**src/rtl/im2col_sched_if.sv**
```systemverilog
// im2col_sched_if: request/config bus between a job controller and im2col_sched (IM2COL_SCHED_PERF_EN adds perf counters)
interface im2col_sched_if #(parameter int ADDR_W = 8, parameter int KER_W = 4);
  logic              iStart;
  logic [ADDR_W-1:0] iImgW;
  logic [ADDR_W-1:0] iImgH;
  logic [KER_W-1:0]  iKerWidth;
  logic [ADDR_W-1:0] iStride;
  logic              iAbort;
  logic              iColDone;
  logic [KER_W-1:0]  oKerWidth;
  logic [ADDR_W-1:0] oStartAddrX;
  logic [ADDR_W-1:0] oStartAddrY;
  logic              oDv;
  logic              oBusy;
  logic              oDone;
  logic              oErr;
`ifdef IM2COL_SCHED_PERF_EN
  logic [31:0]       oStallCnt;
  logic [31:0]       oIssueCnt;
  modport slave (input iStart, iImgW, iImgH, iKerWidth, iStride, iAbort, iColDone,
                 output oKerWidth, oStartAddrX, oStartAddrY, oDv, oBusy, oDone, oErr, oStallCnt, oIssueCnt);
  modport master (output iStart, iImgW, iImgH, iKerWidth, iStride, iAbort, iColDone,
                  input oKerWidth, oStartAddrX, oStartAddrY, oDv, oBusy, oDone, oErr, oStallCnt, oIssueCnt);
`else
  modport slave (input iStart, iImgW, iImgH, iKerWidth, iStride, iAbort, iColDone,
                 output oKerWidth, oStartAddrX, oStartAddrY, oDv, oBusy, oDone, oErr);
  modport master (output iStart, iImgW, iImgH, iKerWidth, iStride, iAbort, iColDone,
                  input oKerWidth, oStartAddrX, oStartAddrY, oDv, oBusy, oDone, oErr);
`endif
endinterface

```
**src/rtl/im2col_sched.sv**
```systemverilog
// im2col_sched: credit-limited raster walker issuing one im2Col request per kernel window (IM2COL_SCHED_PERF_EN adds stall/issue counters)
module im2col_sched #(
  parameter int ADDR_W  = 8,
  parameter int KER_W   = 4,
  parameter int CREDITS = 2
) (
  input logic iClk,
  input logic iRst,
  im2col_sched_if.slave bus
);
  localparam int AW1 = ADDR_W + 1;
  typedef enum logic [1:0] {IDLE, ISSUE, DRAIN, FIN} state_t;
  state_t            state_q, state_d;
  logic [ADDR_W-1:0] w_q, w_d, h_q, h_d, stride_q, stride_d;
  logic [ADDR_W-1:0] x_q, x_d, y_q, y_d, ax_q, ax_d, ay_q, ay_d;
  logic [KER_W-1:0]  ker_q, ker_d;
  logic [3:0]        credit_q, credit_d;
  logic              dv_q, dv_d, done_q, done_d, err_q, err_d;
  logic              issue, dec, full, cfg_bad;
  logic [AW1-1:0]    k_new, k_cur, nx, ny;
  assign k_new   = AW1'(bus.iKerWidth) + AW1'(1);
  assign k_cur   = AW1'(ker_q) + AW1'(1);
  assign cfg_bad = (k_new > {1'b0, bus.iImgW}) || (k_new > {1'b0, bus.iImgH});
  assign nx      = {1'b0, x_q} + {1'b0, stride_q} + k_cur;
  assign ny      = {1'b0, y_q} + {1'b0, stride_q} + k_cur;
  assign full    = credit_q >= 4'(CREDITS);
  // next state, window stepping and credit accounting
  always_comb begin
    state_d  = state_q;
    w_d      = w_q;
    h_d      = h_q;
    stride_d = stride_q;
    ker_d    = ker_q;
    x_d      = x_q;
    y_d      = y_q;
    ax_d     = ax_q;
    ay_d     = ay_q;
    dv_d     = 1'b0;
    done_d   = 1'b0;
    err_d    = 1'b0;
    issue    = 1'b0;
    case (state_q)
      IDLE: if (bus.iStart) begin
        w_d      = bus.iImgW;
        h_d      = bus.iImgH;
        ker_d    = bus.iKerWidth;
        stride_d = (bus.iStride == '0) ? ADDR_W'(1) : bus.iStride;
        x_d      = '0;
        y_d      = '0;
        err_d    = cfg_bad;
        state_d  = cfg_bad ? IDLE : ISSUE;
      end
      ISSUE: if (bus.iAbort) state_d = DRAIN;
      else if (!full) begin
        issue = 1'b1;
        dv_d  = 1'b1;
        ax_d  = x_q;
        ay_d  = y_q;
        if (nx <= {1'b0, w_q}) x_d = x_q + stride_q;
        else begin
          x_d = '0;
          if (ny <= {1'b0, h_q}) y_d = y_q + stride_q;
          else state_d = DRAIN;
        end
      end
      DRAIN: state_d = (credit_q == '0) ? FIN : DRAIN;
      FIN: begin
        done_d  = 1'b1;
        state_d = IDLE;
      end
    endcase
    dec      = bus.iColDone && (credit_q != '0 || issue);
    credit_d = credit_q + {3'b0, issue} - {3'b0, dec};
  end
  // state and registered outputs
  always_ff @(posedge iClk) begin
    if (iRst) begin
      state_q  <= IDLE;
      w_q      <= '0;
      h_q      <= '0;
      stride_q <= '0;
      ker_q    <= '0;
      x_q      <= '0;
      y_q      <= '0;
      ax_q     <= '0;
      ay_q     <= '0;
      credit_q <= '0;
      dv_q     <= 1'b0;
      done_q   <= 1'b0;
      err_q    <= 1'b0;
    end else begin
      state_q  <= state_d;
      w_q      <= w_d;
      h_q      <= h_d;
      stride_q <= stride_d;
      ker_q    <= ker_d;
      x_q      <= x_d;
      y_q      <= y_d;
      ax_q     <= ax_d;
      ay_q     <= ay_d;
      credit_q <= credit_d;
      dv_q     <= dv_d;
      done_q   <= done_d;
      err_q    <= err_d;
    end
  end
  assign bus.oKerWidth   = ker_q;
  assign bus.oStartAddrX = ax_q;
  assign bus.oStartAddrY = ay_q;
  assign bus.oDv         = dv_q;
  assign bus.oBusy       = state_q != IDLE;
  assign bus.oDone       = done_q;
  assign bus.oErr        = err_q;
`ifdef IM2COL_SCHED_PERF_EN
  logic [31:0] stall_cnt_q, issue_cnt_q;
  // stall and issue counters, cleared by reset or an accepted start
  always_ff @(posedge iClk) begin
    if (iRst || (state_q == IDLE && bus.iStart && !cfg_bad)) begin
      stall_cnt_q <= '0;
      issue_cnt_q <= '0;
    end else begin
      stall_cnt_q <= stall_cnt_q + 32'(state_q == ISSUE && full);
      issue_cnt_q <= issue_cnt_q + 32'(issue);
    end
  end
  assign bus.oStallCnt = stall_cnt_q;
  assign bus.oIssueCnt = issue_cnt_q;
`endif
endmodule

```
**src/flat_wrapper.sv**
```systemverilog
// flat-port wrapper written by rule: the top's interface ports become plain ports
module im2col_sched_flat 
#(
  parameter int ADDR_W  = 8,
  parameter int KER_W   = 4,
  parameter int CREDITS = 2
)
  (iClk, iRst, bus_iStart, bus_iImgW, bus_iImgH, bus_iKerWidth, bus_iStride, bus_iAbort, bus_iColDone, bus_oKerWidth, bus_oStartAddrX, bus_oStartAddrY, bus_oDv, bus_oBusy, bus_oDone, bus_oErr);
  im2col_sched_if #(.ADDR_W(ADDR_W), .KER_W(KER_W)) bus_i ();
  input logic iClk;
  input logic iRst;
  input wire logic [$bits(bus_i.iStart)-1:0] bus_iStart;
  input wire logic [$bits(bus_i.iImgW)-1:0] bus_iImgW;
  input wire logic [$bits(bus_i.iImgH)-1:0] bus_iImgH;
  input wire logic [$bits(bus_i.iKerWidth)-1:0] bus_iKerWidth;
  input wire logic [$bits(bus_i.iStride)-1:0] bus_iStride;
  input wire logic [$bits(bus_i.iAbort)-1:0] bus_iAbort;
  input wire logic [$bits(bus_i.iColDone)-1:0] bus_iColDone;
  output wire logic [$bits(bus_i.oKerWidth)-1:0] bus_oKerWidth;
  output wire logic [$bits(bus_i.oStartAddrX)-1:0] bus_oStartAddrX;
  output wire logic [$bits(bus_i.oStartAddrY)-1:0] bus_oStartAddrY;
  output wire logic [$bits(bus_i.oDv)-1:0] bus_oDv;
  output wire logic [$bits(bus_i.oBusy)-1:0] bus_oBusy;
  output wire logic [$bits(bus_i.oDone)-1:0] bus_oDone;
  output wire logic [$bits(bus_i.oErr)-1:0] bus_oErr;
  assign bus_i.iStart = bus_iStart;
  assign bus_i.iImgW = bus_iImgW;
  assign bus_i.iImgH = bus_iImgH;
  assign bus_i.iKerWidth = bus_iKerWidth;
  assign bus_i.iStride = bus_iStride;
  assign bus_i.iAbort = bus_iAbort;
  assign bus_i.iColDone = bus_iColDone;
  assign bus_oKerWidth = bus_i.oKerWidth;
  assign bus_oStartAddrX = bus_i.oStartAddrX;
  assign bus_oStartAddrY = bus_i.oStartAddrY;
  assign bus_oDv = bus_i.oDv;
  assign bus_oBusy = bus_i.oBusy;
  assign bus_oDone = bus_i.oDone;
  assign bus_oErr = bus_i.oErr;
  im2col_sched #(.ADDR_W(ADDR_W), .KER_W(KER_W), .CREDITS(CREDITS)) u_core (.iClk(iClk), .iRst(iRst), .bus(bus_i));
endmodule
```
**config.mk**
```make
export PLATFORM = sky130hd
export DESIGN_NAME = im2col_sched_flat
export DESIGN_NICKNAME = d
export VERILOG_FILES = /design/src/rtl/im2col_sched_if.sv /design/src/rtl/im2col_sched.sv /design/src/flat_wrapper.sv
export SDC_FILE = /design/constraint.sdc
export NUM_CORES = 1
export LEC_CHECK = 0
export ABC_AREA = 0
export CORE_UTILIZATION = 35
export DETAILED_ROUTE_END_ITERATION = 10
export GPL_TIMING_DRIVEN = 1
export PLACE_DENSITY = 0.59
export SLEW_MARGIN = 40
export SYNTH_ARGS = -nofsm -noshare
export SYNTH_HDL_FRONTEND = slang
export SYNTH_SLANG_ARGS = --single-unit
```
**constraint.sdc**
```tcl
create_clock -name iClk -period 3.85 [get_ports iClk]
set_input_delay 1.155 -clock iClk [delete_from_list [all_inputs] [get_ports iClk]]
set_output_delay 1.155 -clock iClk [all_outputs]
set_load 0.005 [all_outputs]
```
==> results.md <==
- Result of the run: finished, violations left
- Violated checks: negative setup slack
- Maximum ir drop on the vdd rail: 0.3439 mV
- WP data arrival: 4.41 ns
- Unique cell type count in the Yosys netlist: 55
- Number of CTS-inserted buffers: 9
- Mean instance size in the synthesized netlist: 8.289 sq um
- Hpwl dp: 9879 um
- Max Buffers Root-to-Sink: 2
- Element type at the critical path start: flop
- Number of H-tree levels: 3
- Final cell area excluding filler cells: 0.006447 sq mm
- Library cell with the highest instance count after synthesis: sky130_fd_sc_hd__nand2_1
- Hold violation count in the final report: 0
- Number of warnings printed during yosys synthesis: 0
- Synth top cells by count: 97 x sky130_fd_sc_hd__nand2_1, 72 x sky130_fd_sc_hd__a21oi_1, 69 x sky130_fd_sc_hd__dfxtp_1, 69 x sky130_fd_sc_hd__ha_1, 69 x sky130_fd_sc_hd__inv_1
- Sequential share of the synthesized area: 28.68%
- Skew final: 0.01133 ns
- Post-Syn Area: 0.004816 sq mm
- Routed Wire Length: 12500 um
- Worst hold path cell count: 2
- Tightest hold margin: 0.4533 ns
- Predominant post-synthesis flop cell: sky130_fd_sc_hd__dfxtp_1
- Hold path startpoint: u_core.h_q[6]
- Leakage power: 2.805 nW
- DR DRC count: 0
- Async S/R FF share, synth: 0%
- Power per Cell Area: 530.2 mW/mm^2
- Initial core utilization: 36.08%
- Final slew viol count: 0
- Slack of the critical path: -0.3621 ns
- Max-cap check violation count: 0
- Number of ports placed on the die boundary: 57
- Reg clk slew, reported paths: 0.06 ns
- Number of enable-type register cells in the synthesized netlist: 0
- Placement row count: 42
- Synth top area cells: sky130_fd_sc_hd__dfxtp_1 29%, sky130_fd_sc_hd__ha_1 18%, sky130_fd_sc_hd__nand2_1 7.6%
- Nets@finish: 799
- Number of iterations in the first detailed-routing pass: 4
- Cell depth of the worst flop-to-flop path: 19
- Die area: 0.01423 sq mm
- Portion of synthesized cell area occupied by the leading cell type: 28.68%
- Classification of the worst setup path: flop to flop
- Antenna violations before repair: 0
- Placer Congestion: 0.8402
- Ratio of final minimum period to clock period: 109.4%
- Overflow left after global routing: 0
- Cell type with the largest total area after synthesis: sky130_fd_sc_hd__dfxtp_1
- ANT cells: 0
- Average wire length per cell after detail routing: 14.51 um
- Vias in the first global route: 4452
- FMAX: 237.4 MHz
- Hold buffers post-CTS: 0
- TritonCTS sink count: 69
- Worst relative slew slack: 50.41%
- CTS tree: yes
- Path class of the lowest-slack min-delay path: flop to flop
- Worst setup slack for register-to-register paths: -0.36 ns
- # port buffers: 56
- Setup-failing EPs final: 18
- Area after DPL: 0.005904 sq mm
- Skew-Pair Late Insertion Delay: 0.35 ns
- Global-route usage over all layers: 18.83%
- Area overhead of the layout relative to synthesis: 33.88%
- Worst R2R Start: u_core.bus.oKerWidth[0]
- First-iteration detailed-routing DRC count: 159
- Layout cell share with drive strength beyond 1: 16.20%
- Die boundary width: 119.3 um
- Maximum number of pins on one net before global-route repair: 41
- Post-detailed-route via-to-cell ratio: 4.967
- Root buffer selected by CTS: sky130_fd_sc_hd__clkbuf_16
- Std-Cell Core Area: 0.01335 sq mm
- Post-layout minimum cycle time: 4.212 ns
- Gate Count Post-Synth: 581
- Maximum net fanout on the critical path: 6
- Flip-flop and latch count after synthesis: 69
- Worst Hold Path EP: u_core.h_q[6]
- Worst Setup End Kind: flop
- RSZ-0062 raised after global routing: yes
- Pre-CTS setup slack: -0.4005 ns
- Chip Height: 119.3 um
- Critical Path RT: 4.04 ns
- Syn_nets: 700
- Overall via count from detail_route: 4277
- Slew at the pin with the worst max-slew slack: 0.7438 ns
- Worst reg2reg path endpoint: u_core.y_q[6]
- Count of antenna-violating nets left after detailed routing: 0
- Wire length of the first global-routing pass: 21130 um
==> worst max-delay path, cell delays in order, from the launching register on <==
cell	delay [ns]
sky130_fd_sc_hd__dfxtp_4	0.36
sky130_fd_sc_hd__ha_4	0.26
sky130_fd_sc_hd__inv_2	0.04
sky130_fd_sc_hd__fa_1	0.48
sky130_fd_sc_hd__inv_2	0.05
sky130_fd_sc_hd__ha_4	0.15
sky130_fd_sc_hd__fa_2	0.36
sky130_fd_sc_hd__a21o_1	0.18
sky130_fd_sc_hd__a21oi_2	0.14
sky130_fd_sc_hd__o21bai_1	0.09
sky130_fd_sc_hd__a21oi_2	0.14
sky130_fd_sc_hd__xnor2_1	0.09
sky130_fd_sc_hd__ha_1	0.35
sky130_fd_sc_hd__nand3_2	0.11
sky130_fd_sc_hd__or3_1	0.31
sky130_fd_sc_hd__o211ai_1	0.14
sky130_fd_sc_hd__o2111ai_4	0.28
sky130_fd_sc_hd__nor4b_4	0.25
sky130_fd_sc_hd__a32oi_1	0.18
sky130_fd_sc_hd__a21oi_1	0.09
==> sequential cells by signal, indices dropped and copies added (netlist names) <==
signal / count
u_core.w_q: 8
u_core.y_q: 8
u_core.h_q: 8
u_core.bus.oDone: 1
u_core.bus.oKerWidth: 4
u_core.bus.oStartAddrX: 8
u_core.credit_q: 4
u_core.bus.oErr: 1
u_core.stride_q: 8
u_core.bus.oDv: 1
u_core.state_q: 2
u_core.bus.oStartAddrY: 8
u_core.x_q: 8
==> cell type report <==
cell class | count | area [sq um]
Sequential cell | 69 | 1386
Clock buffer | 12 | 256.5
Fill cell | 1315 | 6900
Tap cell | 176 | 220.2
Multi-Input combinational cell | 425 | 3319
Clock inverter | 4 | 55.05
Timing Repair Buffer | 105 | 947.2
Inverter | 70 | 262.8
==> worst max-delay path by stage <==
stage	startpoint	end	cells after the start
floorplan	u_core.bus.oKerWidth[0]	u_core.y_q[4]	19
global placement	u_core.bus.oKerWidth[0]	u_core.y_q[4]	19
detailed placement	u_core.bus.oKerWidth[1]	u_core.y_q[1]	17
CTS	u_core.bus.oKerWidth[0]	u_core.y_q[2]	19
global route	u_core.bus.oKerWidth[0]	u_core.y_q[5]	19
finish	u_core.bus.oKerWidth[0]	u_core.y_q[6]	19
==> timing repair <==
item	CTS	global route
resized for setup	16	20
buffers inserted	4	3
cloned	0	0
endpoints found under the setup margin	18	18
pin swaps	16	27
==> layer usage <==
| layer | up-vias | part of all wire [%] | GRT usage (%) |
|---|---|---|---|
| li1 | 2174 | - | - |
| met5 | - | 0 | 0 |
| met3 | 15 | 3.1 | 4.071 |
| met2 | 41 | 52 | 34.56 |
| met1 | 2047 | 43 | 21.61 |
| met4 | 0 | 1.8 | 5.859 |
==> where the power goes <==
| group | switching, mW | internal (mW) |
|---|---|---|
| clock network | 0.327 | 0.540 |
| logic | 0.911 | 0.772 |
| registers | 0.0656 | 0.803 |
| total | 1.30 | 2.11 |
==> cells in the final DEF (no fill, tap or decap), drive strengths merged, types with 3 or more instances in the layout <==
cell,n
o21bai,8
nand4,3
o31ai,5
or3,3
clkbuf,12
ha,69
o21ai,5
buf,50
fa,17
xnor2,19
nand2,97
clkdlybuf4s50,55
o211ai,4
xor2,9
a21oi,73
inv,71
dfxtp,69
nor2b,8
nor2,27
nor3,5
a22oi,8
and3,4
nand3,9
nand2b,8
a21o,8
a211oi,3
==> kinds of logic (layout without fill, tap and decap cells) <==
kind of cell / count (synthesis) / count (layout) / share of synthesized area [%]
simple gates: 176 / 176 / 16.76
compound gates: 133 / 133 / 17.23
buf+inv: 87 / 191 / 6.807
fa+ha+maj: 86 / 86 / 24.99
flops: 69 / 69 / 28.68
xor+xnor: 28 / 28 / 5.092
mux: 2 / 2 / 0.4417
==> through the flow <==
stage	power [mW]	cells	utilization, %	TNS [ns]
after detailed placement	2.383	838	44.24	-5.823
after global placement	2.318	838	44.24	-3.470
final	3.418	861	48.30	-5.540
after floorplan	1.858	581	-	-0.3342
after global routing	3.694	861	48.30	-8.459
after CTS	3.338	858	47.40	-4.975
Power figures use the tool's default switching activity.
